--- config.mk ---
export PLATFORM = sky130hd
export DESIGN_NAME = v2f_seq_udiv_wide
export DESIGN_NICKNAME = d
export VERILOG_FILES = /design/src/rtl/v2f_seq_udiv_wide.sv
export SDC_FILE = /design/constraint.sdc
export NUM_CORES = 1
export LEC_CHECK = 0
export CAP_MARGIN = 20
export CORE_AREA = 2 2 244 150
export CTS_CLUSTER_DIAMETER = 50
export DETAILED_ROUTE_END_ITERATION = 6
export DIE_AREA = 0 0 246 152
export GPL_TIMING_DRIVEN = 0
export PLACE_DENSITY_LB_ADDON = 0.15
export SYNTH_ARGS = -nofsm -noshare
export SYNTH_HDL_FRONTEND = slang
export SYNTH_SLANG_ARGS = --single-unit
--- constraint.sdc ---
create_clock -name CLK -period 6.7 [get_ports CLK]
set_clock_uncertainty 0.05 [all_clocks]
set_input_delay 1.005 -clock CLK [delete_from_list [all_inputs] [get_ports CLK]]
set_output_delay 1.005 -clock CLK [all_outputs]
set_load 0.03 [all_outputs]
--- src/rtl/v2f_seq_udiv_wide.sv ---
// Iterative restoring unsigned divider for operands wider than 32 bits.
// All compare and subtract logic works on 32-bit limbs so no wider arithmetic signal exists.
module v2f_seq_udiv_wide #(
    parameter int WIDTH = 64
) (
    input  logic             CLK,
    input  logic             ARST,
    input  logic             IN_VALID,
    output logic             IN_READY,
    input  logic [WIDTH-1:0] A,
    input  logic [WIDTH-1:0] B,
    output logic             OUT_VALID,
    input  logic             OUT_READY,
    output logic [WIDTH-1:0] Q,
    output logic [WIDTH-1:0] R,
    output logic             DZ
);

    localparam int LIMBS = WIDTH / 32;
    localparam int CW    = $clog2(WIDTH);

    generate
        if ((WIDTH % 32) != 0 || WIDTH < 64) begin : g_bad_width
            $error("v2f_seq_udiv_wide: WIDTH must be a multiple of 32 and at least 64");
        end
    endgenerate

    typedef enum logic [1:0] {IDLE, CALC, DONE} state_t;

    state_t           state, state_next;
    logic [WIDTH-1:0] dq;
    logic [WIDTH-1:0] divisor;
    logic [WIDTH-1:0] rem;
    logic [WIDTH-1:0] rem_sh;
    logic [WIDTH-1:0] rem_sub;
    logic [CW-1:0]    cnt;
    logic             dz;
    logic             take;
    logic             b_zero;

    // Unsigned less-than on signed-friendly limbs: flipping the MSB maps unsigned order onto signed order.
    function automatic logic lt32(input logic [31:0] x, input logic [31:0] y);
        lt32 = $signed(x ^ 32'h8000_0000) < $signed(y ^ 32'h8000_0000);
    endfunction

    always_comb begin
        b_zero = 1'b1;
        for (int i = 0; i < LIMBS; i++) begin
            if (B[i*32 +: 32] != 32'h0) begin
                b_zero = 1'b0;
            end
        end
    end

    always_comb begin
        logic        decided;
        logic        borrow;
        logic [31:0] ra;
        logic [31:0] da;
        rem_sh  = {rem[WIDTH-2:0], dq[WIDTH-1]};
        take    = 1'b1;
        decided = 1'b0;
        for (int i = LIMBS - 1; i >= 0; i--) begin
            if (!decided && (rem_sh[i*32 +: 32] != divisor[i*32 +: 32])) begin
                take    = lt32(divisor[i*32 +: 32], rem_sh[i*32 +: 32]);
                decided = 1'b1;
            end
        end
        borrow  = 1'b0;
        rem_sub = '0;
        for (int i = 0; i < LIMBS; i++) begin
            ra = rem_sh[i*32 +: 32];
            da = divisor[i*32 +: 32];
            rem_sub[i*32 +: 32] = ra - da - {31'b0, borrow};
            borrow = lt32(ra, da) | ((ra == da) & borrow);
        end
    end

    always_ff @(posedge CLK or negedge ARST) begin
        if (!ARST) begin
            state <= IDLE;
        end else begin
            state <= state_next;
        end
    end

    always_comb begin
        state_next = state;
        IN_READY   = 1'b0;
        OUT_VALID  = 1'b0;
        case (state)
            IDLE: begin
                IN_READY = 1'b1;
                if (IN_VALID) begin
                    state_next = b_zero ? DONE : CALC;
                end
            end
            CALC: begin
                if (cnt == '0) begin
                    state_next = DONE;
                end
            end
            DONE: begin
                OUT_VALID = 1'b1;
                if (OUT_READY) begin
                    state_next = IDLE;
                end
            end
            default: state_next = IDLE;
        endcase
    end

    // The dividend register doubles as the quotient: each step shifts a dividend bit out and a quotient bit in.
    always_ff @(posedge CLK or negedge ARST) begin
        if (!ARST) begin
            dq      <= '0;
            divisor <= '0;
            rem     <= '0;
            cnt     <= '0;
            dz      <= 1'b0;
        end else begin
            case (state)
                IDLE: begin
                    if (IN_VALID) begin
                        divisor <= B;
                        cnt     <= CW'(WIDTH - 1);
                        if (b_zero) begin
                            dq  <= '1;
                            rem <= A;
                            dz  <= 1'b1;
                        end else begin
                            dq  <= A;
                            rem <= '0;
                            dz  <= 1'b0;
                        end
                    end
                end
                CALC: begin
                    rem <= take ? rem_sub : rem_sh;
                    dq  <= {dq[WIDTH-2:0], take};
                    if (cnt != '0) begin
                        cnt <= cnt - 1'b1;
                    end
                end
                default: ;
            endcase
        end
    end

    assign Q  = dq;
    assign R  = rem;
    assign DZ = dz;

endmodule

==> impl_metrics.env, run 1 <==
export IMPL_ys_warn_count=0
export IMPL_dr_first_iter_drc_count=1819
export IMPL_hold_path_class="in -> async"
export IMPL_vias=14328
export IMPL_regToRegSetupSlack_ns=0.39
export IMPL_cts_tree="done"
export IMPL_diodes=0
export IMPL_violations="design-rule violations"
export IMPL_grt_pass1_wl_microns=89840
export IMPL_tightestPinTransition_ns=1.084
export IMPL_wl_per_cell_microns=24.64
export IMPL_synth_edf_count=0
export IMPL_critPathTopFamily="compound AO/OA/AOI/OAI gates"
export IMPL_fin_nets=2242
export IMPL_ctsResizeCount=0
export IMPL_grt_max_degree=92
export IMPL_final_area_sq_um=18160
export IMPL_grt_usage=0.3236
export IMPL_insertion_delay_ns=0.57
export IMPL_die_width_microns=246
export IMPL_fin_ws_ns=0.3948
export IMPL_cts_sinks=201
export IMPL_cpMaxStageDelayCell="fa_1"
export IMPL_slew_violations=0
export IMPL_setup_violations=0
export IMPL_instances_no_fill=2489
export IMPL_start_util=0.3926
export IMPL_crit_fanout=8
export IMPL_r2r_cells=23
export IMPL_final_hold_violation_count=0
export IMPL_via_per_inst=5.757
export IMPL_dp_cells=2443
export IMPL_start_kind="register"
export IMPL_slowest_delay_ns=0.53
export IMPL_hold_buffers=0
export IMPL_cts_htree_levels=1
export IMPL_cp_arrival_ns=6.67
export IMPL_io_buffers=262
export IMPL_worstReg2RegStart="R[26]$_DFFE_PN0P_"
export IMPL_path_class="reg -> reg"
export IMPL_max_freq_ghz=0.1586
export IMPL_placed_cell_area_sq_um=17220
export IMPL_cts_setup_buffers=0
export IMPL_areaGrowthSynthToFinish_pct=30.41
export IMPL_drc=3
export IMPL_r2r_end="R[62]$_DFFE_PN0P_"
export IMPL_synth_area_sq_um=13930
export IMPL_die_height_microns=152
export IMPL_ant_nets=0
export IMPL_syn_inst=1702
export IMPL_crit_buf_inv=3
export IMPL_fp_coreArea_sq_um=35470
export IMPL_timing_max_cap_violations=0
export IMPL_antenna_found_initial=0
export IMPL_status="finished, violations left"
export IMPL_avgSynthCellArea_sq_um=8.182
export IMPL_cts_buffers=26
export IMPL_period_share=0.9411
export IMPL_yosysSeqAreaShare=0.3612
export IMPL_min_period_ns=6.305
export IMPL_grt_overflow_total=0
export IMPL_whs_ns=0.2594
export IMPL_required_ns=7.07
export IMPL_dieArea_sq_um=37390
export IMPL_synth_cell_types=78
export IMPL_synth_async_reset_ratio=1.000
export IMPL_clock_root_buffer="clkbuf_16"
export IMPL_ctsLongestPathBuffers=3
export IMPL_endpoint_kind="register"
export IMPL_crit_chain="ha_1 -> clkbuf_1 -> a21oi_1 -> o21ai_0 -> a221oi_1 -> o21ai_0 -> o32ai_4 -> inv_1 -> fa_1 -> inv_1 -> ha_1 -> nor2_1 -> fa_1 -> and2_1 -> o21ai_0 -> a21oi_1 -> o41a_1 -> a21oi_2 -> a311o_1 -> a31o_2 -> a21oi_1 -> xor2_1 -> o22ai_1"
export IMPL_rsz0062_at_grt="no"
export IMPL_drt_wl_total_microns=61330
export IMPL_rows=54
export IMPL_first_global_vias=13608
export IMPL_ios=263
export IMPL_globalplace_congestion=0.9502
export IMPL_dr_pass1_iters=7
export IMPL_syn_nets=1949
export IMPL_synthFlopType="dfrtp_1"
export IMPL_drive_gt1_frac=0.04024
export IMPL_place_ws_ns=0.2899
export IMPL_dp_hpwl_microns=48440
export IMPL_path_clk_slew_ns=0.07
export IMPL_slew_headroom=0.2709
export IMPL_synth_ff_latch_count=201
==> synthesized netlist by cell type, types with 4 or more instances <==
cell type / number / share of area
a211oi_1: 8 / 0.0043
a21boi_0: 5 / 0.0027
a21o_1: 22 / 0.012
a21oi_1: 113 / 0.041
a221o_1: 6 / 0.0043
a221oi_1: 33 / 0.021
a222oi_1: 8 / 0.0058
a22oi_1: 9 / 0.0049
a31oi_1: 12 / 0.0054
and2_1: 4 / 0.0018
and3_1: 7 / 0.0031
buf_2: 11 / 0.0040
clkbuf_1: 80 / 0.022
dfrtp_1: 201 / 0.36
fa_1: 18 / 0.026
ha_1: 97 / 0.087
inv_1: 164 / 0.044
mux2i_1: 8 / 0.0058
nand2_1: 240 / 0.065
nand2b_1: 19 / 0.0085
nand3_1: 16 / 0.0058
nand3b_1: 4 / 0.0022
nand4_1: 14 / 0.0063
nor2_1: 139 / 0.037
nor2b_1: 15 / 0.0067
nor3_1: 86 / 0.031
nor3b_1: 4 / 0.0022
nor4_1: 20 / 0.0090
o211ai_1: 8 / 0.0043
o21a_1: 7 / 0.0038
o21ai_0: 112 / 0.040
o21ai_1: 9 / 0.0032
o21bai_1: 10 / 0.0054
o22ai_1: 6 / 0.0027
o31ai_1: 66 / 0.036
or2_2: 4 / 0.0018
or3_1: 4 / 0.0018
or4_1: 6 / 0.0032
xnor2_1: 36 / 0.023
xor2_1: 14 / 0.0088
==> worst reg2reg max path, delay by kind of cell, from the launching register on <==
family,cells,cell delay (ns)
buffers and inverters,3,0.38
AO/OA/AOI/OAI,13,3.40
adder cells (fa/ha/maj),4,1.25
XOR/XNOR,1,0.27
flip-flops,1,0.50
AND/OR/NAND/NOR,2,0.31
==> sequential cells by signal, indices dropped and copies added (netlist names) <==
signal,flops
Q,64
R,64
divisor,64
cnt,6
state,2
DZ,1
==> kinds of logic after synthesis <==
kind of cell	synth area share
buf+inv	0.07296
compound gates	0.2233
simple gates	0.1916
mux	0.006559
xor+xnor	0.03145
flops	0.3612
fa+ha+maj	0.1130
==> through the flow <==
step	util	TNS (ns)
finish	0.5120	0
global route	0.5120	0
CTS	0.5108	0
detailed placement	0.4854	0
global placement	0.4833	-905.24
floorplan	-	0
==> worst max-delay path by stage <==
| stage | from | endpoint | slack (ns) | cells past startpoint |
|---|---|---|---|---|
| finish | R[26]$_DFFE_PN0P_ | R[62]$_DFFE_PN0P_ | 0.39 | 23 |
| global route | R[26]$_DFFE_PN0P_ | R[58]$_DFFE_PN0P_ | 0.03 | 23 |
| CTS | R[26]$_DFFE_PN0P_ | R[58]$_DFFE_PN0P_ | 0.20 | 23 |
| detailed placement | R[26]$_DFFE_PN0P_ | R[58]$_DFFE_PN0P_ | 0.29 | 23 |
| global placement | ARST | Q[16]$_DFFE_PN0P_ | -4.55 | 1 |
| floorplan | Q[63]$_DFFE_PN0P_ | R[62]$_DFFE_PN0P_ | 1.38 | 24 |
==> cells in the final DEF, fill, tap and decap left out, drive strengths merged, types with 86 or more instances in the layout <==
cell type,synthesis,final
a21oi,113,113
clkbuf,80,111
clkdlybuf4s50,0,261
dfrtp,201,201
ha,97,97
inv,164,167
nand2,241,241
nor2,139,139
nor3,86,86
o21ai,121,121
==> area by class of cell <==
type                       instances  area [sq um]
clock inverter                    15         210.2
sequential                       201          5030
timing repair buffer             265          2690
fill                            3422         17310
multi-input combinational       1239          7930
clock buffer                      31         689.4
inverter                         164         615.6
buffer                            98         400.4
tap                              476         595.6
==> metal layers <==
metal | up-vias | global-route usage | routed length, microns
met2 | 722 | 0.4157 | 23100
met1 | 6959 | 0.5047 | 28880
li1 | 6568 | - | -
met3 | 79 | 0.1157 | 7903
met5 | - | 0 | 0
met4 | 0 | 0.07128 | 1444
Power of run 1 is left out: the tool's default activity adds up to more than one toggle a clock period on the data nets, which glitch-free logic cannot reach.
==> run 2, diff against run 1 <==
--- a/config.mk
+++ b/config.mk
@@ -12,6 +12,7 @@
 export DIE_AREA = 0 0 246 152
 export GPL_TIMING_DRIVEN = 0
 export PLACE_DENSITY_LB_ADDON = 0.15
+export SKIP_LAST_GASP = 1
 export SYNTH_ARGS = -nofsm -noshare
 export SYNTH_HDL_FRONTEND = slang
 export SYNTH_SLANG_ARGS = --single-unit
==> results of run 2 <==
No change in the layout: final DEF, timing and power equal those of run 1.
Power of run 2 is left out for the same reason.
==> run 3, diff against run 2 <==
--- a/config.mk
+++ b/config.mk
@@ -12,6 +12,7 @@
 export DIE_AREA = 0 0 246 152
 export GPL_TIMING_DRIVEN = 0
 export PLACE_DENSITY_LB_ADDON = 0.15
+export SKIP_CTS_REPAIR_TIMING = 1
 export SKIP_LAST_GASP = 1
 export SYNTH_ARGS = -nofsm -noshare
 export SYNTH_HDL_FRONTEND = slang
==> results of run 3 <==
No change in the layout: final DEF, timing and power equal those of run 1.
Power of run 3 is left out for the same reason.
